==> src/rtl/xadc_drp_channel_sequencer.sv <==
// xadc_drp_channel_sequencer
// Each XADC end-of-sequence pulse starts a walk over the configured channel
// addresses. The walk issues one DRP read per channel and hands each result
// to that channel's AXI-Stream holding register.
// A full holding register drops the new sample and bumps a saturating
// overflow counter. Reads with no drdy are abandoned after a bounded wait.
// Optional build macro XADC_SEQ_AVG_EN: average 2**AVG_LOG2 samples per
// channel before emitting, instead of emitting every raw sample.
module xadc_drp_channel_sequencer #(
    parameter int                      NUM_CHANNELS   = 2,
    parameter logic [NUM_CHANNELS*7-1:0] CHANNEL_ADDR = {7'h1C, 7'h14},
    parameter int                      TIMEOUT_CYCLES = 64,
    parameter int                      AVG_LOG2       = 2
) (
    input  logic                         xadc_dclk,
    input  logic                         xadc_reset_n,
    input  logic                         xadc_eos,
    output logic                         xadc_den,
    output logic [6:0]                   xadc_daddr,
    input  logic                         xadc_drdy,
    input  logic [15:0]                  xadc_do,
    output logic [NUM_CHANNELS*16-1:0]   m_axis_tdata,
    output logic [NUM_CHANNELS-1:0]      m_axis_tvalid,
    input  logic [NUM_CHANNELS-1:0]      m_axis_tready,
    output logic [15:0]                  overflow_count,
    output logic                         timeout_err,
    output logic                         seq_overrun,
    output logic                         busy
);

    localparam int IDX_W = (NUM_CHANNELS > 1) ? $clog2(NUM_CHANNELS) : 1;
    localparam int TMO_W = (TIMEOUT_CYCLES > 1) ? $clog2(TIMEOUT_CYCLES) : 1;
    localparam logic [IDX_W-1:0] IDX_LAST = IDX_W'(NUM_CHANNELS - 1);
    localparam logic [TMO_W-1:0] TMO_LAST = TMO_W'(TIMEOUT_CYCLES - 1);

    typedef enum logic [2:0] {
        ST_IDLE,
        ST_ISSUE,
        ST_WAIT,
        ST_STORE,
        ST_NEXT
    } state_t;

    state_t             state;
    logic [IDX_W-1:0]   idx;
    logic [TMO_W-1:0]   tmo_cnt;
    logic [15:0]        sample_q;
    logic [6:0]         cur_addr;
    logic               emit_en;
    logic [15:0]        emit_word;

    // Select the DRP address of the channel currently being read
    always_comb begin
        cur_addr = 7'd0;
        for (int i = 0; i < NUM_CHANNELS; i++) begin
            if (idx == IDX_W'(i)) begin
                cur_addr = CHANNEL_ADDR[7*i +: 7];
            end
        end
    end

`ifdef XADC_SEQ_AVG_EN
    localparam int ACC_W = 12 + AVG_LOG2;
    localparam int CNT_W = AVG_LOG2 + 1;

    logic [ACC_W-1:0] acc_q [NUM_CHANNELS];
    logic [CNT_W-1:0] cnt_q [NUM_CHANNELS];
    logic [ACC_W-1:0] acc_next;
    logic [CNT_W-1:0] cnt_next;
    logic             avg_full;
    logic             unused_low_bits;

    assign unused_low_bits = ^sample_q[3:0];

    // Running sum for the active channel; the top 12 bits of the sum are the mean
    always_comb begin
        acc_next  = acc_q[idx] + ACC_W'(sample_q[15:4]);
        cnt_next  = cnt_q[idx] + CNT_W'(1);
        avg_full  = (cnt_next == CNT_W'(1 << AVG_LOG2));
        emit_en   = avg_full;
        emit_word = {acc_next[ACC_W-1 -: 12], 4'b0000};
    end

    // Accumulate on every stored sample; a completed block restarts from zero whether or not it was emitted
    always_ff @(posedge xadc_dclk or negedge xadc_reset_n) begin
        if (!xadc_reset_n) begin
            for (int i = 0; i < NUM_CHANNELS; i++) begin
                acc_q[i] <= '0;
                cnt_q[i] <= '0;
            end
        end else if (state == ST_STORE) begin
            if (avg_full) begin
                acc_q[idx] <= '0;
                cnt_q[idx] <= '0;
            end else begin
                acc_q[idx] <= acc_next;
                cnt_q[idx] <= cnt_next;
            end
        end
    end
`else
    // Raw mode forwards every captured DRP word unchanged
    always_comb begin
        emit_en   = 1'b1;
        emit_word = sample_q;
    end
`endif

    // Sequencer FSM plus the per-channel stream holding registers and status flags
    always_ff @(posedge xadc_dclk or negedge xadc_reset_n) begin
        if (!xadc_reset_n) begin
            state          <= ST_IDLE;
            idx            <= '0;
            tmo_cnt        <= '0;
            sample_q       <= '0;
            xadc_den       <= 1'b0;
            xadc_daddr     <= 7'd0;
            m_axis_tdata   <= '0;
            m_axis_tvalid  <= '0;
            overflow_count <= 16'd0;
            timeout_err    <= 1'b0;
            seq_overrun    <= 1'b0;
            busy           <= 1'b0;
        end else begin
            for (int i = 0; i < NUM_CHANNELS; i++) begin
                if (m_axis_tvalid[i] && m_axis_tready[i]) begin
                    m_axis_tvalid[i] <= 1'b0;
                end
            end

            if (xadc_eos && (state != ST_IDLE)) begin
                seq_overrun <= 1'b1;
            end

            xadc_den <= 1'b0;

            case (state)
                ST_IDLE: begin
                    if (xadc_eos) begin
                        idx   <= '0;
                        busy  <= 1'b1;
                        state <= ST_ISSUE;
                    end
                end
                ST_ISSUE: begin
                    xadc_den   <= 1'b1;
                    xadc_daddr <= cur_addr;
                    tmo_cnt    <= '0;
                    state      <= ST_WAIT;
                end
                ST_WAIT: begin
                    if (xadc_drdy) begin
                        sample_q <= xadc_do;
                        state    <= ST_STORE;
                    end else if (tmo_cnt == TMO_LAST) begin
                        timeout_err <= 1'b1;
                        state       <= ST_NEXT;
                    end else begin
                        tmo_cnt <= tmo_cnt + TMO_W'(1);
                    end
                end
                ST_STORE: begin
                    if (emit_en) begin
                        if (!m_axis_tvalid[idx] || m_axis_tready[idx]) begin
                            m_axis_tdata[16*idx +: 16] <= emit_word;
                            m_axis_tvalid[idx]         <= 1'b1;
                        end else if (overflow_count != 16'hFFFF) begin
                            overflow_count <= overflow_count + 16'd1;
                        end
                    end
                    state <= ST_NEXT;
                end
                ST_NEXT: begin
                    if (idx == IDX_LAST) begin
                        busy  <= 1'b0;
                        state <= ST_IDLE;
                    end else begin
                        idx   <= idx + IDX_W'(1);
                        state <= ST_ISSUE;
                    end
                end
                default: begin
                    busy  <= 1'b0;
                    state <= ST_IDLE;
                end
            endcase
        end
    end

endmodule

==> config.mk <==
export PLATFORM = sky130hd
export DESIGN_NAME = xadc_drp_channel_sequencer
export DESIGN_NICKNAME = d
export VERILOG_FILES = /design/src/rtl/xadc_drp_channel_sequencer.sv
export SDC_FILE = /design/constraint.sdc
export NUM_CORES = 1
export LEC_CHECK = 0
export BUFFER_PORTS_ARGS = -buffer_cell sky130_fd_sc_hd__buf_2
export CAP_MARGIN = 20
export CELL_PAD_IN_SITES_DETAIL_PLACEMENT = 2
export CELL_PAD_IN_SITES_GLOBAL_PLACEMENT = 2
export CORE_ASPECT_RATIO = 1.1
export CORE_MARGIN = 8
export CORE_UTILIZATION = 32
export DETAILED_ROUTE_END_ITERATION = 12
export HOLD_SLACK_MARGIN = 0.02
export PLACE_DENSITY_LB_ADDON = 0.1
export SETUP_SLACK_MARGIN = 0.15
export SLEW_MARGIN = 0
export SYNTH_ARGS = -nofsm -noshare
export SYNTH_HDL_FRONTEND = slang
export SYNTH_SLANG_ARGS = --single-unit
==> constraint.sdc <==
create_clock -name xadc_dclk -period 2 [get_ports xadc_dclk]
set_clock_uncertainty 0.1 [all_clocks]
set_input_delay 0.4 -clock xadc_dclk [delete_from_list [all_inputs] [get_ports xadc_dclk]]
set_output_delay 0.4 -clock xadc_dclk [all_outputs]
set_load 0.03 [all_outputs]
Word-level counts from Yosys, hierarchy flattened
Index checks and enable logic that the tools add are counted. W data, S select, Z words.

Div/mod/pow operators: 0. Eq/ne operators: 11. Shift operators: 2. Multiplexer cells: 27. Reductions and logical operators: 19. Bitwise gates (word level): 4. Multipliers: 0. Magnitude comparators: 2. Add/subtract/negate cells: 4.

Operator list (count): $neg A5 Y34 (1); $shift A16 B34 Y32 const A (1); $shiftx A16 B34 Y32 (1); $bwmux W32 (1); $add A16 B1 Y16 const B (1); $ne A16 B16 Y1 const B (1); $pmux W3 S5 (1); $mux W1 (13); $mux W6 (2); $pmux W6 S2 (1); $reduce_and A3 Y1 (4); $mux W3 (3); $ne A2 B2 Y1 const B (4); $reduce_and A2 Y1 (4); $add A6 B1 Y6 const B (1); $eq A3 B2 Y1 const B (2); $eq A6 B6 Y1 const B (1); $logic_and A1 B1 Y1 (4); $mux W2 (2); $mux W4 (1); $reduce_bool A2 Y1 (2); $eq A3 B1 Y1 const B (1); $eq A3 B3 Y1 const B (1); $logic_not A3 Y1 (1); 13 further kinds (15).

Memories: 0. Bits in latches: 0. Output and inout port bits: 61. Word-level logic and storage cells: 81. Bits in read-only memories: 0. Flip-flop bits (word level): 87. Bits in writable memories: 0.

Logic depth before layout (Yosys ltp)
Gate-level depths: netlist (run 1).

Word-level depth: 7. Mapped depth: 7.

Worst setup path before layout (run 1)
No wires, ideal clock.

Path type: reg2reg. Start: reg overflow_count[4]. End: reg overflow_count[1]. Slack: -0.095 ns. Stages on the path, launching flop included: 5. Data arrival time: 1.870 ns. Path through: dfrtp_1 > nand4_2 > or4_4 > o21a_1 > mux2_4.

Word-level cells in the longest chain between the ends: 2.

Ends and longest elaborated chain: start: declaration (line 25) `output logic [15:0] overflow_count,`; start signal: assignment (line 168) `overflow_count <= overflow_count + 16'd1;`; $ne A16 B16 Y1 (line 167) `end else if (overflow_count != 16'hFFFF) begin`; $reduce_and A3 Y1 (no line).

No other way between the ends. A chain may end at the register's enable or synchronous reset.

Worst setup path in the final report (run 1)
Start: reg idx. End: reg overflow_count[13].

Word-level cells in the longest chain between the ends: 6. Elaborated cells on any way between the ends: 8. Classes of those cells: mux: 4; bitwise: 1; reduce/logical: 3.

Ends and longest elaborated chain: start: declaration (line 45) `logic [IDX_W-1:0] idx;`; start signal: assignment (line 178) `idx <= idx + IDX_W'(1);`; $mux W1 (not written as such) (2 in series) (line 164) `if (!m_axis_tvalid[idx] || m_axis_tready[idx]) begin`; $logic_not A1 Y1 (line 164); $logic_or A1 B1 Y1 (*) (line 164); $not A1 Y1 (no line) (*); $reduce_and A3 Y1 (no line) (*).

Every way passes the cells marked *; elsewhere a longest branch is shown, timed or not. The select of a mux whose other input is x is not followed.

==> metrics.yaml, run 1 <==
grt_util_all_layers: 0.1357
global_route.overflow_total: 0
drt-wirelength-per-cell_um: 18.01
via_count: 2518
syn-cell-area_mm2: 0.003487
dr_wl_met2_mm: 4.874
detail_route.wirelength.met1_mm: 3.838
finalCriticalPeriod_ps: 1802
synth_top_cells_by_area: "dfrtp_1 59%, mux2_2 15%, xnor2_1 3.0%"
synthDistinctLibCells: 45
drive_gt1_frac: 0.5134
synth.avg_cell_area_um2: 13.26
num_antenna_cells: 0
clock.fmax_mhz: 554.8
main_flop_type_after_synthesis: "dfrtp_1"
wl_met3_um: 516
synth_edf_count: 0
critical_path_s_top_delay_family: "compound AO/OA/AOI/OAI gates"
worst_path_max_delay_cell: "or3b_4"
core-area_mm2: 0.01076
portBuffers: 78
critical_path_capture_point_type: "flip-flop"
fin_worst_hold_slack_ps: 184.7
viasPerCell: 4.833
dpl_cell_area_mm2: 0.004204
dp_hpwl_mm: 6.643
finalHoldViolCount: 0
cts_num_sinks: 82
gp_congestion: 0.7497
final_antenna_net_count: 0
max-vdd-ir-drop_v: 0.0007904
synth_top_cell_by_area: "dfrtp_1"
rsz0062_at_grt: "true"
grt_max_degree: 33
drtIter0Drc: 53
critical-path-max-stage-delay_ps: 410
grt_antenna_before_repair: 0
dieHeight_um: 125.5
synth-async-reset-ratio: 1.000
cp_max_fo: 6
drt_pass1_iterations: 4
final_nets: 394
final-setup-viol-count: 0
synth.yosys.warnings: 0
timing.hold.worst.class: "primary input to flip-flop"
postSynthRegisterBits: 82
cts.htree.levels: 3
finalCritPeriodShare: 0.9012
route.top_layer_used: "met4"
drv_cap: 0
post_synth_inst_count: 263
post-synth-top-count-cell: "dfrtp_1"
syn2layout_area_growth_pct: 32.65
cp_cell_sequence: "or3b_4 -> a2111oi_4 -> buf_6 -> o2111ai_1 -> xnor2_1"
cp_arrival_ps: 1920
p_leak_uw: 0.002159
remaining_drc_errors: 0
clk_transition_reported_paths_ps: 60
boundaryPins: 83
final-max-slew-violation-count: 0
clk-insertion-delay-late_ps: 330
grt_first_pass_wirelength_mm: 15.32
initial_standard_cell_utilization_of_the_core: 0.3241
root_buffer: "clkbuf_16"
cts_buffer_depth: 2
fill_count: 1120
floorplan.rows: 40
synth_top_area_frac: 0.5884
startpoint_type: "flip-flop"
worst-endpoint-required_ps: 2110
worst-setup-path-type: "flip-flop to flip-flop"
tritoncts: "built"
design.die.area_mm2: 0.01450
p_per_area_mw_per_mm2: 1461
tritoncts.num_buffers: 9
vias_in_the_first_global_route: 2878
status: "completed"
design_area_mm2: 0.004626
synth-seq-area-share: 0.5884
ranking_of_synthesized_cells_by_instance_count: "82 x dfrtp_1, 47 x mux2_2, 14 x nand3_1"
timing.setup.tns_ps: 0
routed_wire_length_mm: 9.384
cp_num_buf_inv: 1
floorplan.die.width_um: 115.5
## power by group
group,internal (µW),total [µW],switching (µW)
clock,991,1630,635
sequential,2250,2640,391
combinational,1030,2490,1470
## path summary, 6_finish.rpt
check                                  start                 end  slack [ps]  cells after the start
max in group asynchronous       xadc_reset_n   overflow_count[8]         850                      3
worst max-delay path                     idx  overflow_count[13]         200                      5
worst max register to register           idx  overflow_count[13]         200                      5
min in group asynchronous       xadc_reset_n          tmo_cnt[4]         410                      2
worst min register to register   seq_overrun         seq_overrun         370                      1
worst min-delay path              xadc_do[8]        emit_word[8]         180                      2
## per-layer routing
metal | global-route usage | vias up
met5 | 0 | -
met4 | 0.06269 | 0
met3 | 0.03804 | 12
met2 | 0.2360 | 55
met1 | 0.1478 | 1313
li1 | - | 1138
## cells in the final DEF (no fill, tap or decap), types with 2 or more instances in the layout
cell       synthesis  layout
or2_1              2       2
o21ai_0            4       4
buf_12             0       4
o21ai_1            3       3
o211ai_1           3       3
o21a_1             2       2
buf_4              5      22
clkbuf_16          0      10
xor2_1             3       3
dfrtp_1           82      68
o31ai_1            2       2
and3_1             3       3
ha_1               2       2
nor2_1            11      10
buf_2              7      77
nor3_1             2       2
buf_6              2       2
xnor2_1           12      12
nand3_1           14      13
nand2b_1           5       4
conb_1             1       4
inv_1              5       5
clkbuf_1           0       2
nand2_1            8       8
clkinv_2           0       2
nand3b_1           3       3
a21oi_1            6       6
dfrtp_2            0      14
a31oi_1            2       2
o2111ai_1          3       2
mux2_1             2       2
and2_1             2       2
mux2_2            47      47
mux2i_1            2       2
nand4_1            2       2
nor3b_1            2       2
## worst reg2reg max path, stage by stage (launching register included)
cell	delay (ps)
dfrtp_1	380
or3b_4	410
a2111oi_4	310
buf_6	180
o2111ai_1	130
xnor2_1	170
## layout make-up
type                       count  area (µm²)  share of cell area
clock inverter                 3       40.04            0.008656
timing repair buffer         107       688.2              0.1488
multi-input combinational    165        1379              0.2981
sequential                    82        2069              0.4474
clock buffer                  12       246.5             0.05329
tap                          147       183.9             0.03976
inverter                       5       18.77            0.004057
## state kept, by name, summed over array words and instances (netlist names)
register and cells:
idx 1, busy 1, state 3, m_axis_tdata 32
xadc_den 1, xadc_daddr 2, tmo_cnt 6, m_axis_tvalid 2
emit_word 16, overflow_count 16, timeout_err 1, seq_overrun 1
## timing repair
item,CTS,global route
hold endpoints to repair,19,0
cloned,0,1
buffers inserted,4,4
setup endpoints to repair,7,26
gates resized for setup,3,6
pin swaps,4,7
hold buffers,1,0
## kinds of logic (layout without fill, tap and decap cells)
| family | count (synthesis) | after routing | synth area share |
|---|---|---|---|
| muxes | 52 | 52 | 0.1683 |
| AOI/OAI and AO/OA | 30 | 30 | 0.06351 |
| and+or+nand+nor | 62 | 62 | 0.1012 |
| DFF | 82 | 82 | 0.5884 |
| xor gates and xnor gates | 15 | 15 | 0.03768 |
| buffers and inverters | 19 | 127 | 0.03265 |
| adders and majority gates | 2 | 2 | 0.007175 |
| other | 1 | 4 | 0.001075 |
## through the flow
step | instances | total power, µW | util | setup WS [ps]
after detailed placement | 496 | 5120 | 0.3907 | 42.79
after global placement | 496 | 5043 | 0.3907 | 100.0
final | 521 | 6758 | 0.4299 | 197.5
after floorplan | 266 | 4268 | - | 123.7
after global routing | 521 | 7154 | 0.4299 | 113.6
after CTS | 516 | 6819 | 0.4222 | 167.3
No activity file was read; power rests on OpenSTA's default activity.
==> run 2, diff against run 1 <==
Settings changed: PLACE_DENSITY_LB_ADDON 0.1 to 0.12.
==> run 2 against run 1 <==
Net effect: sequential cell count unchanged; critical path depth down 1; count of clock-buffer cells in the layout unchanged; sequential share of layout area up 0.37 points; utilization down 0.33 points; critical endpoint is now overflow_count[1].
==> metrics.yaml, run 2 (synthesis gave the netlist of run 1 again) <==
min_from: "xadc_do[8]"
gr-usage-met3: 0.04189
dpl_cell_area_mm2: 0.004189
cts_buffer_depth: 2
dp_hpwl_mm: 6.499
clk-insertion-delay-late_ps: 330
post-place-ws_ps: 72.53
cts_num_sinks: 82
root_buffer: "clkbuf_16"
drtIter0Drc: 85
finalHoldViolCount: 0
status: "completed"
grt_max_degree: 83
worst-endpoint-required_ps: 2120
setup_slack_ps: 142.4
design_area_mm2: 0.004591
initial_standard_cell_utilization_of_the_core: 0.3241
clock.fmax_mhz: 538.3
drv_cap: 0
max-vdd-ir-drop_v: 0.0006141
worst-r2r-setup-slack_ps: 140
global_route.overflow_total: 0
drt-wirelength-per-cell_um: 17.67
grt_first_pass_wirelength_mm: 15.35
final_cell_utilization_of_the_core: 0.4266
via_count: 2476
hold-path-endpoint: "emit_word[8]"
final-max-slew-violation-count: 0
p_leak_uw: 0.002129
cp_cell_sequence: "or3b_4 -> a21oi_1 -> o21a_1 -> mux2_4"
portBuffers: 78
met2_usage: 0.2284
grt_use_met1: 0.1536
timing.hold.worst_path_depth: 2
largest_register_ff_count: 32
critical-path-max-stage-delay_ps: 430
cp_arrival_ps: 1980
worst_r2r_path_depth: 4
remaining_drc_errors: 0
tritoncts.num_buffers: 9
cp_max_fo: 4
vias_in_the_first_global_route: 2872
core-area_mm2: 0.01076
dieHeight_um: 125.5
worst-setup-path-type: "flip-flop to flip-flop"
clk_transition_reported_paths_ps: 60
grt_util_all_layers: 0.1368
drt_pass1_iterations: 4
gp_congestion: 0.7310
critical_path_capture_point_type: "flip-flop"
floorplan.rows: 40
startpoint_type: "flip-flop"
final-setup-viol-count: 0
final_common_cell: "buf_2"
top_register: "m_axis_tdata"
final_antenna_net_count: 0
drive_gt1_frac: 0.5135
floorplan.die.width_um: 115.5
p_per_area_mw_per_mm2: 1474
boundaryPins: 83
finalCritPeriodShare: 0.9288
tritoncts: "built"
worst_path_max_delay_cell: "dfrtp_2"
r2r_end: "overflow_count[1]"
timing.hold.worst.class: "primary input to flip-flop"
reg2reg_from: "idx"
rsz0062_at_grt: "true"
viasPerCell: 4.789
finalCriticalPeriod_ps: 1858
cts.htree.levels: 3
design.die.area_mm2: 0.01450
num_antenna_cells: 0
syn2layout_area_growth_pct: 31.65
grt_antenna_before_repair: 0
routed_wire_length_mm: 9.133
final_nets: 389
most_used_cells_in_the_layout_excluding_fill_and_tap_cells: "77 x buf_2, 67 x dfrtp_1, 47 x mux2_2"
top_usage_layer: "met2"
timing.setup.tns_ps: 0
-- run 2: power by group --
part / leakage, µW / internal, µW / switching, µW
Sequential: 0.00101 / 2250 / 396
Combinational: 0.000973 / 1000 / 1450
Clock: 0.000145 / 1030 / 643
-- run 2: routing by layer --
layer | wire [µm] | vias to the layer above
li1 | - | 1130
met2 | 4686 | 52
met3 | 556 | 13
met1 | 3715 | 1281
met5 | 0 | -
met4 | 174 | 0
-- run 2: final cells by class --
cell class | count | area [µm²]
sequential | 82 | 2071
inverter | 5 | 18.77
clock inverter | 4 | 50.05
timing repair buffer | 102 | 633.1
clock buffer | 12 | 256.5
tap | 147 | 183.9
multi-input combinational | 165 | 1378
fill | 1123 | 6170
-- run 2: stage by stage --
step	hold WS [ps]	power, µW	cells
final	187.3	6766	517
after global routing	183.8	7186	517
after CTS	173.9	6916	517
after detailed placement	361.9	5154	494
after global placement	351.4	5041	494
after floorplan	4.409	4268	266
-- run 2: worst max-delay path: cells and delay by family (launching register included) --
family	cells	cell delay (ps)
compound gates	2	490
flops	1	430
mux	1	310
simple gates	1	410
-- run 2: repair_timing --
| item | 4_1_cts | 5_1_grt |
|---|---|---|
| hold buffers | 1 | 0 |
| gates resized for setup | 2 | 8 |
| hold endpoints to repair | 36 | 0 |
| setup endpoints to repair | 24 | 23 |
| buffers inserted | 6 | 0 |
| pin swaps | 5 | 7 |
-- run 2: how the worst max path moves through the flow --
stage,from,to,cells past startpoint
3_3_place_gp,xadc_drdy,tmo_cnt[3],5
2_1_floorplan,overflow_count[8],overflow_count[1],4
5_1_grt,idx,overflow_count[7],5
3_5_place_dp,xadc_drdy,tmo_cnt[3],5
6_report,idx,overflow_count[1],4
4_1_cts,idx,overflow_count[7],5
